==> src/rtl/systolic_pkg.sv <==
// Shared definitions for the systolic MAC array result path.
// Holds the default datapath widths, the result-writer FSM state encoding and
// a small helper for sizing lane index buses.
package systolic_pkg;

  localparam int unsigned ACC_W_DEF   = 16;
  localparam int unsigned N_MACS_DEF  = 4;
  localparam int unsigned ADDR_W_DEF  = 8;
  // Number of discrete accumulator ports on the writer (acc_in_0 .. acc_in_3).
  localparam int unsigned N_ACC_PORTS = 4;

  typedef enum logic [1:0] {
    StIdle  = 2'd0,
    StArmed = 2'd1,
    StDrain = 2'd2
  } wr_state_e;

  // Width of a binary lane index; never narrower than one bit.
  function automatic int unsigned idx_width(input int unsigned n);
    return (n > 1) ? $clog2(n) : 1;
  endfunction

endpackage

==> src/rtl/result_lane_sel.sv <==
// Fixed-priority lane selector for the result writer.
// Ports:
//   pending_i  per-lane pending flags
//   grant_o    one-hot grant of the lowest-index pending lane (zero if none)
//   idx_o      binary index of the granted lane (zero if none)
//   any_o      at least one lane pending
module result_lane_sel
  import systolic_pkg::*;
#(
  parameter int unsigned N_MACS = N_MACS_DEF,
  parameter int unsigned IDX_W  = idx_width(N_MACS)
) (
  input  logic [N_MACS-1:0] pending_i,
  output logic [N_MACS-1:0] grant_o,
  output logic [IDX_W-1:0]  idx_o,
  output logic              any_o
);

  // Scan from the top down so the lowest pending index is the last write.
  always_comb begin
    grant_o = '0;
    idx_o   = '0;
    for (int i = int'(N_MACS) - 1; i >= 0; i--) begin
      if (pending_i[i]) begin
        grant_o    = '0;
        grant_o[i] = 1'b1;
        idx_o      = IDX_W'(i);
      end
    end
  end

  assign any_o = |pending_i;

endmodule

==> src/rtl/result_mem_wr.sv <==
// Result memory writer: collects MAC lane accumulator results into per-lane
// holding registers and streams them to the result memory over a
// valid/ready write port at consecutive addresses starting at a base.
//
// Ports:
//   clk_i, rst_ni            clock, asynchronous active-low reset
//   start_i                  one-cycle pulse arming a run (accepted in idle only)
//   base_addr_i, word_cnt_i  first address and word count, sampled on start
//   acc_in_0_i..acc_in_3_i   lane accumulator values (signed)
//   valid_in_i               per-lane capture strobes
//   wr_valid_o, wr_ready_i   write handshake to result memory
//   wr_addr_o, wr_data_o     write address / data
//   busy_o                   run in progress (armed or draining)
//   done_o                   one-cycle pulse after the final write
//   err_overflow_o           sticky: a lane result was dropped
//
// Build option: define RESULT_RELU_EN to clamp negative captured values to
// zero before storage.
//
// N_MACS must not exceed the four accumulator ports; extra lanes read zero.
module result_mem_wr
  import systolic_pkg::*;
#(
  parameter int unsigned ACC_W  = ACC_W_DEF,
  parameter int unsigned N_MACS = N_MACS_DEF,
  parameter int unsigned ADDR_W = ADDR_W_DEF
) (
  input  logic                     clk_i,
  input  logic                     rst_ni,
  input  logic                     start_i,
  input  logic [ADDR_W-1:0]        base_addr_i,
  input  logic [ADDR_W-1:0]        word_cnt_i,
  input  logic signed [ACC_W-1:0]  acc_in_0_i,
  input  logic signed [ACC_W-1:0]  acc_in_1_i,
  input  logic signed [ACC_W-1:0]  acc_in_2_i,
  input  logic signed [ACC_W-1:0]  acc_in_3_i,
  input  logic [N_MACS-1:0]        valid_in_i,
  output logic                     wr_valid_o,
  input  logic                     wr_ready_i,
  output logic [ADDR_W-1:0]        wr_addr_o,
  output logic [ACC_W-1:0]         wr_data_o,
  output logic                     busy_o,
  output logic                     done_o,
  output logic                     err_overflow_o
);

  localparam int unsigned IDX_W = idx_width(N_MACS);

  wr_state_e          state_q, state_d;
  logic [ADDR_W-1:0]  base_q, base_d;
  logic [ADDR_W-1:0]  cnt_q, cnt_d;
  logic [ADDR_W-1:0]  wr_cnt_q, wr_cnt_d;
  logic [N_MACS-1:0]  pending_q, pending_d;
  logic [ACC_W-1:0]   hold_q [N_MACS];
  logic [ACC_W-1:0]   hold_d [N_MACS];
  logic               err_q, err_d;
  logic               done_q, done_d;
  // While a write is stalled the presented lane is frozen, so a capture into
  // a lower-index lane cannot change wr_addr/wr_data mid-handshake.
  logic               lock_q, lock_d;
  logic [IDX_W-1:0]   lock_idx_q, lock_idx_d;

  logic signed [ACC_W-1:0] acc_port [N_ACC_PORTS];
  logic [ACC_W-1:0]        cap_val  [N_MACS];
  logic [N_MACS-1:0]       arb_grant, sel_grant;
  logic [IDX_W-1:0]        arb_idx, sel_idx;
  logic                    any_pending;
  logic                    accept;
  logic [ADDR_W-1:0]       wr_cnt_inc;

  assign acc_port[0] = acc_in_0_i;
  assign acc_port[1] = acc_in_1_i;
  assign acc_port[2] = acc_in_2_i;
  assign acc_port[3] = acc_in_3_i;

  // Value stored into each lane's holding register on capture.
  always_comb begin
    for (int i = 0; i < int'(N_MACS); i++) begin
      cap_val[i] = '0;
      if (i < int'(N_ACC_PORTS)) begin
        cap_val[i] = acc_port[i % int'(N_ACC_PORTS)];
`ifdef RESULT_RELU_EN
        if (acc_port[i % int'(N_ACC_PORTS)][ACC_W-1]) begin
          cap_val[i] = '0;
        end
`endif
      end
    end
  end

  result_lane_sel #(
    .N_MACS (N_MACS),
    .IDX_W  (IDX_W)
  ) u_lane_sel (
    .pending_i (pending_q),
    .grant_o   (arb_grant),
    .idx_o     (arb_idx),
    .any_o     (any_pending)
  );

  always_comb begin
    sel_grant = arb_grant;
    sel_idx   = arb_idx;
    if (lock_q) begin
      sel_grant          = '0;
      sel_grant[lock_idx_q] = 1'b1;
      sel_idx            = lock_idx_q;
    end
  end

  assign accept     = any_pending & wr_ready_i;
  assign wr_cnt_inc = wr_cnt_q + 1'b1;

  always_comb begin
    state_d    = state_q;
    base_d     = base_q;
    cnt_d      = cnt_q;
    wr_cnt_d   = wr_cnt_q;
    pending_d  = pending_q;
    hold_d     = hold_q;
    err_d      = err_q;
    done_d     = 1'b0;
    lock_d     = 1'b0;
    lock_idx_d = lock_idx_q;

    unique case (state_q)
      StIdle: begin
        if (start_i) begin
          base_d    = base_addr_i;
          cnt_d     = word_cnt_i;
          wr_cnt_d  = '0;
          pending_d = '0;
          err_d     = 1'b0;
          if (word_cnt_i == '0) begin
            done_d = 1'b1;
          end else begin
            state_d = StArmed;
          end
        end
      end

      StArmed, StDrain: begin
        if (accept) begin
          pending_d = pending_q & ~sel_grant;
          wr_cnt_d  = wr_cnt_inc;
          state_d   = StDrain;
        end

        // A lane being written this cycle frees its slot, so a same-cycle
        // capture is kept; otherwise a busy slot drops the new value.
        for (int i = 0; i < int'(N_MACS); i++) begin
          if (valid_in_i[i]) begin
            if (!pending_q[i] || (accept && sel_grant[i])) begin
              hold_d[i]    = cap_val[i];
              pending_d[i] = 1'b1;
            end else begin
              err_d = 1'b1;
            end
          end
        end

        if (any_pending && !wr_ready_i) begin
          lock_d     = 1'b1;
          lock_idx_d = sel_idx;
        end

        // Final word: leftovers are discarded and the run closes.
        if (accept && (wr_cnt_inc == cnt_q)) begin
          state_d   = StIdle;
          done_d    = 1'b1;
          pending_d = '0;
        end
      end

      default: begin
        state_d   = StIdle;
        pending_d = '0;
      end
    endcase
  end

  always_ff @(posedge clk_i or negedge rst_ni) begin
    if (!rst_ni) begin
      state_q    <= StIdle;
      base_q     <= '0;
      cnt_q      <= '0;
      wr_cnt_q   <= '0;
      pending_q  <= '0;
      for (int i = 0; i < int'(N_MACS); i++) begin
        hold_q[i] <= '0;
      end
      err_q      <= 1'b0;
      done_q     <= 1'b0;
      lock_q     <= 1'b0;
      lock_idx_q <= '0;
    end else begin
      state_q    <= state_d;
      base_q     <= base_d;
      cnt_q      <= cnt_d;
      wr_cnt_q   <= wr_cnt_d;
      pending_q  <= pending_d;
      hold_q     <= hold_d;
      err_q      <= err_d;
      done_q     <= done_d;
      lock_q     <= lock_d;
      lock_idx_q <= lock_idx_d;
    end
  end

  assign wr_valid_o     = any_pending;
  assign wr_addr_o      = base_q + wr_cnt_q;
  assign wr_data_o      = any_pending ? hold_q[sel_idx] : '0;
  assign busy_o         = (state_q != StIdle);
  assign done_o         = done_q;
  assign err_overflow_o = err_q;

endmodule

==> config.mk <==
export PLATFORM = sky130hd
export DESIGN_NAME = result_mem_wr
export DESIGN_NICKNAME = d
export VERILOG_FILES = /design/src/rtl/systolic_pkg.sv /design/src/rtl/result_lane_sel.sv /design/src/rtl/result_mem_wr.sv
export SDC_FILE = /design/constraint.sdc
export NUM_CORES = 1
export LEC_CHECK = 0
export BUFFER_PORTS_ARGS = -buffer_cell sky130_fd_sc_hd__buf_2
export CAP_MARGIN = 20
export CORE_AREA = 5 5 101 103
export CTS_BUF_LIST = sky130_fd_sc_hd__clkbuf_2
export CTS_CLUSTER_DIAMETER = 30
export DETAILED_ROUTE_END_ITERATION = 7
export DIE_AREA = 0 0 106 108
export PLACE_DENSITY = 0.85
export SLEW_MARGIN = 20
export SYNTH_ARGS = -nofsm -noshare
export SYNTH_HDL_FRONTEND = slang
export SYNTH_SLANG_ARGS = --single-unit
==> constraint.sdc <==
create_clock -name clk_i -period 3.6 [get_ports clk_i]
set_clock_uncertainty 0.1 [all_clocks]
set_input_delay 0.72 -clock clk_i [delete_from_list [all_inputs] [get_ports clk_i]]
set_output_delay 0.72 -clock clk_i [all_outputs]
set_load 0.005 [all_outputs]
* Yosys cells after proc, flatten, opt, wreduce, memory -nomap -nowiden *
Cells that the tools add are included.

word-level totals
  bits in registers = 99
  input port bits = 88
  output and inout bits = 28
  logic and storage cells = 112

cells by class
  add/sub/neg operators = 2
  $lt $le $gt $ge = 3
  equality and inequality tests = 7
  multiplexer cells = 52
  bitwise operators = 4
  reduce and logical (&&, ||, !) cells = 31

operators with widths
  kind                                                           count
  16-bit 2-to-1 mux                                              3
  16-bit binary-select mux with 2-bit select                     1
  4-bit 2-to-1 mux                                               8
  1-bit 2-to-1 mux                                               23
  2-bit 2-to-1 mux                                               9
  3-bit AND reduction                                            6
  8-bit 2-to-1 mux                                               2
  8-bit one-hot mux with 2 select lines                          1
  8-bit by 1-bit adder with 8-bit output, second input constant  1
  8-bit adder                                                    1
  8-bit equality test                                            1
  8-bit zero test                                                1
  4-bit one-hot mux with 2 select lines                          1
  1-bit logical AND                                              7
  2-bit inequality test, second input constant                   3
  2-bit AND reduction                                            3
  1-bit zero test                                                5
  4-bit AND                                                      1
  1-bit logical OR                                               4
  4-bit NOT                                                      1
  1-bit one-hot mux with 2 select lines                          2
  2-bit one-hot mux with 2 select lines                          1
  2-bit nonzero test                                             2
  4-bit OR reduction                                             1
  other kinds (11)                                               11

* Depth between registers and ports, before layout *
Gate-level depths: netlist of run 1.

  depth after elaboration = 16
  depth in mapped cells = 9
  mapped depth without buffers = 9

* Modules after synthesis *
Synthesis of run 1 repeated with hierarchy kept, for this count alone.

unflattened totals
  cell total of the unflattened synthesis = 404
  area, all modules = 5,114.9 um2

by module, submodules not included
  module           instances  cells each  area an instance (um2)  sequential area each (um2)
  result_mem_wr    1          394         5,056.1                 2,477.4
  result_lane_sel  1          10          58.8                    0.0

* Worst setup path after synthesis of run 1 *
OpenSTA, ideal clock, no wires.

  path type = flip-flop to output port
  start = register pending_q[0]
  end = output port wr_data_o[10]
  arrival time = 2.262 ns
  data required time = 2.780 ns
  path slack = 0.518 ns
  stages on the path, launching flop included = 6
  buffers on the path = 2
  cells stage by stage = dfrtp_1 > buf_2 > o41ai_2 > buf_6 > mux4_2 > and2_1

on the way
  cells in the longest elaborated chain, start to end = 7
  elaborated cells on any way between the ends = 8
  those cells by class = mux (6); bitwise (1); reduce/logical (1)

RTL lines
  what                                                   RTL line               text
  start: declaration                                     result_mem_wr.sv:53    logic [N_MACS-1:0] pending_q, pending_d;
  start signal: assignment                               result_mem_wr.sv:201   pending_q <= pending_d;
  2-bit 2-to-1 mux                                       result_lane_sel.sv:24  if (pending_i[i]) begin
  2-bit 2-to-1 mux                                       result_mem_wr.sv:104   if (lock_q) begin
  2-bit NOT with 3-bit output (not written as such)      result_mem_wr.sv:212   assign wr_data_o = any_pending ? hold_q[sel_idx] : '0;
  16-bit binary-select mux with 2-bit select             result_mem_wr.sv:212
  16-bit 2-to-1 mux (not written as such) (2 in series)  result_mem_wr.sv:212
  16-bit 2-to-1 mux (*)                                  result_mem_wr.sv:212
  end: declaration                                       result_mem_wr.sv:41    output logic [ACC_W-1:0] wr_data_o,

Every way passes the cells marked *; elsewhere a longest branch is shown, timed or not. The select of a mux whose other input is x is not followed.

* Worst setup path in the final report of run 1 *
  start = register pending_q[1]
  end = output port wr_data_o[15]

on the way
  cells in the longest elaborated chain, start to end = 8
  elaborated cells on any way between the ends = 9
  those cells by class = mux (7); bitwise (1); reduce/logical (1)

RTL lines
  what                                                   RTL line
  2-bit 2-to-1 mux (2 in series)                         result_lane_sel.sv:24
  2-bit 2-to-1 mux                                       result_mem_wr.sv:104
  2-bit NOT with 3-bit output (not written as such)      result_mem_wr.sv:212
  16-bit binary-select mux with 2-bit select             result_mem_wr.sv:212
  16-bit 2-to-1 mux (not written as such) (2 in series)  result_mem_wr.sv:212
  16-bit 2-to-1 mux (*)                                  result_mem_wr.sv:212

Marks and branches as above.

==> metrics.md, run 1 <==
| Metric | Value |
|---|---|
| Status | `completed` |
| Post-synth top cells | `dfrtp_1, mux2_2, nor2_1` |
| Synth area leaders | `dfrtp_1, mux2_2, mux4_2, ha_1, and2_1` |
| Clock buffer depth | `2` |
| Worst min path class | `in -> async` |
| Cell row count | `35` |
| Cell variety after synth | `48` |
| Leakage power | `2.68 nW` |
| Pins Over Slew Limit | `0` |
| CP startpoint kind | `flop` |
| Total power | `0.00532 W` |
| Port Buffers | `115` |
| Synth Warn # | `0` |
| Seq cells post-synth | `99` |
| TritonCTS Buffers | `9` |
| WL final | `11,200 um` |
| Setup TNS | `0 ns` |
| Critical Path End Type | `output pin` |
| Congestion Overflow GR | `0` |
| Clock Pin Slew Worst Setup and Hold Paths | `0.30 ns` |
| Vias per inst | `5.77` |
| Minimum clock period | `3.45 ns` |
| DRC Markers | `0` |
| Post-synth EDFFs | `0` |
| Cts hold-fix bufs | `0` |
| Antenna-violating nets left | `0` |
| Tcrit/Tclk final | `0.958` |
| Die height | `108 um` |
| Syn Nets | `489` |
| Post-Syn Instances | `390` |
| Die ar. | `0.0114 mm2` |
| Setup-failing EPs final | `0` |
| Vias | `3,600` |
| Maximum vdd ir drop | `0.477 mV` |
| Met1 WL | `4460 um` |
| Worst-margin pin slew | `0.926 ns` |
| CP Max Fanout | `17` |
| Ports | `116` |
| Top layer in use | `met4` |
| CP Data Required Time | `2.78 ns` |
| Syn Area/Cell | `12.9 um2` |
| Htree depth | `3` |
| Pre-Repair DR Iteration Count | `4` |
| RePlAce Congestion | `0.925` |
| Top FF cell, synth | `dfrtp_1` |
| Sink Count | `99` |
| Synth area leader | `dfrtp_1` |
| Seq/Total Area, Yosys | `0.493` |
| Die W | `106 um` |
| RSZ-0062 raised after global routing | `false` |
| Top cell type's share of synthesized area | `0.493` |
| Metal3 WL | `799 um` |
| Most common cell in the synthesized netlist | `dfrtp_1` |
| Vias in the first global route | `3,875` |
| Async S/R FF share, synth | `1.00` |
| Largest net degree at the start of global routing | `53` |
| Clk_lat worst skew | `0.56 ns` |
| Fraction of layout cells with a size suffix above 1 | `0.473` |
| Initial Util | `0.552` |
| Antenna violations before repair | `0` |
| Relative slew margins | `0.382` |
| Root Buffer | `clkbuf_2` |
| Gr usage total | `0.204` |
| Core area | `0.00911 mm2` |
| Max cap viols | `0` |
| DR iter-0 viols | `138` |
| Critical path arrival | `2.63 ns` |
| P per Cell Area | `906 mW/mm2` |
| Synthesized area | `0.00503 mm2` |
| DR WL/cell | `18.0 um` |
| Syn-to-layout area delta | `16.8%` |
| Setup Crit Path Kind | `reg -> out` |
| Fmax | `290 MHz` |
| WL met2 | `5850 um` |
| Final Hold Fails | `0` |
| Reg2Reg Depth | `7` |
| Nets | `606` |
| First-pass GRT wire length | `18,300 um` |
| Dpl hpwl | `8320 um` |
| TritonCTS clock tree | `built` |
[final timing paths]
check | start | to | slack, ns
min in group clk_i | acc_in_1_i[4] | hold_q[36] | 0.25
worst min-delay path | rst_ni | pending_q[1] | 0.05
worst max-delay path | pending_q[1] | wr_data_o[15] | 0.15
max in group asynchronous | rst_ni | wr_cnt_q[0] | 2.65
worst max register to register | wr_cnt_q[0] | state_q[1] | 0.95
worst min register to register | hold_q[2] | hold_q[2] | 0.44
[per-layer routing]
| layer | track usage | vias to the layer above |
|---|---|---|
| met5 | 0 | - |
| met2 | 0.361 | 109 |
| met1 | 0.239 | 1813 |
| li1 | - | 1665 |
| met4 | 0.0490 | 0 |
| met3 | 0.0704 | 13 |
[cell type report]
class	instances	area [um2]
multi-input combinational	263	2440
fill	709	3240
antenna	1	2.50
clock inverter	7	70.1
timing repair buffer	122	651
sequential	99	2480
tap	111	139
clock buffer	9	45.0
inverter	12	45.0
[stage by stage]
stage	setup WS [ns]	util	hold slack (ns)	instance area, um2	cells
after floorplan	0.518	-	0.324	5030	390
after global placement	0.745	0.630	0.381	5740	606
after detailed placement	0.683	0.630	0.388	5740	606
after CTS	0.0278	0.643	0.00287	5850	622
after global routing	0.00422	0.645	0.0272	5870	623
final	0.152	0.645	0.0468	5870	624
[report_power, final]
group          internal (W)  leakage [nW]  switching [W]
clock network      0.000111        0.0678       0.000404
registers           0.00164          1.19       0.000341
logic               0.00159          1.43        0.00124
total               0.00334          2.68        0.00198
[worst max-delay path, stage by stage (launching register included)]
cell	delay (ns)
dfrtp_2	0.53
o41ai_4	0.39
buf_8	0.26
mux4_1	0.56
and2_1	0.18
buf_2	0.14
[cells in the final DEF, fill, tap and decap left out, types with 2 or more instances in the layout]
cell type	count
o31ai_1	4
buf_4	6
a21oi_1	8
dfrtp_2	4
or4_1	3
nor2_1	19
mux2_2	81
nand3_1	6
buf_2	114
clkbuf_2	9
xnor2_1	11
mux4_2	12
and2_1	17
nor2b_1	4
a21o_1	2
o22ai_1	2
nor3_1	3
xor2_1	5
mux4_1	4
mux2i_1	3
nand2b_1	2
a21boi_0	2
inv_6	2
o21ai_0	16
and3b_1	2
ha_1	10
inv_1	12
a32o_1	5
nand2_1	17
o41ai_1	2
and3_1	4
clkinv_4	2
dfrtp_1	95
a31oi_1	2
[registers in the layout (all words and copies together), names as in the netlist]
name,count
pending_q,4
state_q,2
base_q,8
lock_idx_q,2
lock_q,1
cnt_q,8
done_o,1
err_overflow_o,1
wr_cnt_q,8
hold_q,64
[repair_timing]
| action | in CTS | in global routing |
|---|---|---|
| endpoints found under the setup margin | 4 | 8 |
| pin swaps | 0 | 0 |
| buffers inserted | 0 | 1 |
| endpoints found under the hold margin | 0 | 0 |
| resized for setup | 1 | 5 |
[kinds of logic after synthesis]
logic type | count (synthesis) | synth area share
adders and majority gates | 11 | 0.0289
muxes | 100 | 0.262
DFF | 99 | 0.493
and+or+nand+nor | 84 | 0.0886
AOI/OAI and AO/OA | 52 | 0.0747
buffers and inverters | 28 | 0.0251
xor gates and xnor gates | 16 | 0.0279
Note: power is estimated with default switching activity, not from simulation.
==> inputs of run 2 (changes only) <==
--- a/config.mk
+++ b/config.mk
@@ -7,12 +7,13 @@
 export LEC_CHECK = 0
 export BUFFER_PORTS_ARGS = -buffer_cell sky130_fd_sc_hd__buf_2
 export CAP_MARGIN = 20
-export CORE_AREA = 5 5 101 103
+export CORE_AREA = 5 5 119 121
 export CTS_BUF_LIST = sky130_fd_sc_hd__clkbuf_2
 export CTS_CLUSTER_DIAMETER = 30
 export DETAILED_ROUTE_END_ITERATION = 7
-export DIE_AREA = 0 0 106 108
-export PLACE_DENSITY = 0.85
+export DIE_AREA = 0 0 124 126
+export HOLD_SLACK_MARGIN = 0.05
+export PLACE_DENSITY = 0.65
 export SLEW_MARGIN = 20
 export SYNTH_ARGS = -nofsm -noshare
 export SYNTH_HDL_FRONTEND = slang
==> metrics.md, run 2 (synthesized netlist as in run 1, its figures left out) <==
| Metric | Value |
|---|---|
| Die ar. | `0.0156 mm2` |
| Die height | `126 um` |
| Congestion Overflow GR | `0` |
| Die W | `124 um` |
| Root Buffer | `clkbuf_2` |
| Commonest non-fill, non-tap cells in the layout | `buf_2, dfrtp_1, mux2_2` |
| TritonCTS clock tree | `built` |
| Sw power | `0.00202 W` |
| Ports | `116` |
| Setup Crit Path Kind | `reg -> out` |
| DRC Markers | `0` |
| First-pass GRT wire length | `19,200 um` |
| Part of the power in the clock network | `0.105` |
| Final Hold Fails | `0` |
| Core area | `0.0130 mm2` |
| Util after Layout | `0.463` |
| Clock Pin Slew Worst Setup and Hold Paths | `0.30 ns` |
| CP Max Fanout | `7` |
| R2R Setup Slk | `0.95 ns` |
| Max cap viols | `0` |
| Diode count | `0` |
| Pre-Repair DR Iteration Count | `4` |
| Dpl hpwl | `8640 um` |
| Minimum clock period | `3.45 ns` |
| Gate power share | `0.533` |
| Reg2Reg Depth | `7` |
| Critical Path End Type | `output pin` |
| Fraction of layout cells with a size suffix above 1 | `0.489` |
| P_int | `0.00344 W` |
| Status | `completed` |
| Antenna-violating nets left | `0` |
| Total power | `0.00547 W` |
| FILL cells | `1,223` |
| Critical path arrival | `2.63 ns` |
| Vias in the first global route | `3,745` |
| Worst min path class | `in -> reg` |
| Non-Filler Instances | `693` |
| Setup TNS | `0 ns` |
| Largest reg by FF count | `hold_q` |
| CP Data Required Time | `2.78 ns` |
| WL final | `12,200 um` |
| Vias per inst | `5.17` |
| Max reg flops | `64` |
| DR WL/cell | `17.6 um` |
| Fin Hold WS | `0.217 ns` |
| Tcrit/Tclk final | `0.957` |
| DP Cell Count | `674` |
| DR iter-0 viols | `156` |
| Port Buffers | `115` |
| CP startpoint kind | `flop` |
| RSZ-0062 raised after global routing | `true` |
| Maximum vdd ir drop | `0.446 mV` |
| Initial Util | `0.387` |
| Setup-failing EPs final | `0` |
| Worst-margin pin slew | `0.732 ns` |
| Pins Over Slew Limit | `0` |
| Syn-to-layout area delta | `19.5%` |
| Multi-input gate area in the final layout | `0.00244 mm2` |
| Min-delay src | `acc_in_2_i[14]` |
| Largest net degree at the start of global routing | `58` |
| Nets | `612` |
| Sink Count | `99` |
| TritonCTS Buffers | `9` |
| Clk_lat worst skew | `0.59 ns` |
| Leakage power | `2.71 nW` |
| Commonest non-fill, non-tap cell in the layout | `buf_2` |
| Hold depth | `2` |
| Vias | `3,581` |
| Relative slew margins | `0.511` |
| Sequential Power Share | `0.362` |
| Htree depth | `3` |
| Cell row count | `42` |
| Hold Path Sink | `hold_q[30]` |
| P per Cell Area | `910 mW/mm2` |
| Clock buffer depth | `2` |
| RePlAce Congestion | `0.813` |
| Antenna violations before repair | `2` |
| Reg area | `0.00248 mm2` |
| R2R Path End | `pending_q[3]` |
| Switching part of the total power | `0.370` |
| Reg2reg start | `pending_q[0]` |
| Gr usage total | `0.159` |
| Fmax | `290 MHz` |
## run 2: cell count changes in the layout (fill, tap and decap cells not counted), moves of 2 or more
cell / delta
buf_4: +4
buf_6: +2
mux4_1: -3
mux4_2: +3
nor2_1: -2
nor2_2: +2
## run 2: worst max-delay path, stage by stage, from the launching register on
cell	delay, ns
dfrtp_2	0.50
o41ai_4	0.47
buf_6	0.22
mux4_1	0.55
and2_1	0.17
buf_2	0.13
## run 2: timing repair
item / 4_1_cts / 5_1_grt
setup buffers: 0 / 2
endpoints found under the hold margin: 42 / 0
gates cloned: 0 / 1
setup endpoints to repair: 12 / 15
pin swaps: 0 / 2
resized for setup: 2 / 12
hold buffers: 1 / 0
## run 2: layer usage
| metal | global-route usage | part of all wire | routed length [um] | vias up |
|---|---|---|---|---|
| met3 | 0.0650 | 0.075 | 917 | 14 |
| met5 | 0 | 0.0017 | 21 | - |
| met2 | 0.256 | 0.49 | 5930 | 100 |
| li1 | - | - | - | 1673 |
| met4 | 0.0367 | 0.012 | 151 | 4 |
| met1 | 0.200 | 0.42 | 5190 | 1790 |
## run 2: how the worst max path moves through the flow
stage                             from            end  slack (ns)  cells after the start
after floorplan           pending_q[0]  wr_data_o[10]        0.52                      5
after global placement    pending_q[1]   wr_data_o[3]        0.74                      5
after detailed placement        lock_q   wr_data_o[2]        0.71                      5
after CTS                 pending_q[0]   wr_data_o[2]       0.006                      5
after global routing       wr_cnt_q[0]   wr_addr_o[6]       -0.02                     10
final                     pending_q[0]  wr_data_o[15]        0.15                      5
## run 2: final cells by class
cell class / count / area share
inverters: 12 / 0.00750
flip-flops and latches: 99 / 0.414
multi-input cells: 263 / 0.407
well taps: 176 / 0.0367
repair buffers: 128 / 0.116
clock inverters: 6 / 0.0119
clock buffers: 9 / 0.00750
## run 2: power groups by stage
stage | clock network [W] | logic [W] | registers [W]
after global routing | 0.000647 | 0.00319 | 0.00205
after floorplan | 0 | 0.00209 | 0.00187
after CTS | 0.000605 | 0.00290 | 0.00198
after global placement | 0 | 0.00282 | 0.00198
final | 0.000573 | 0.00291 | 0.00198
after detailed placement | 0 | 0.00288 | 0.00201
## run 2: stage by stage
stage               instance area [um2]  setup slack [ns]
global placement                   5840             0.739
finish                             6010             0.153
floorplan                          5030             0.518
CTS                                5980           0.00589
detailed placement                 5840             0.708
global route                       6010           -0.0208
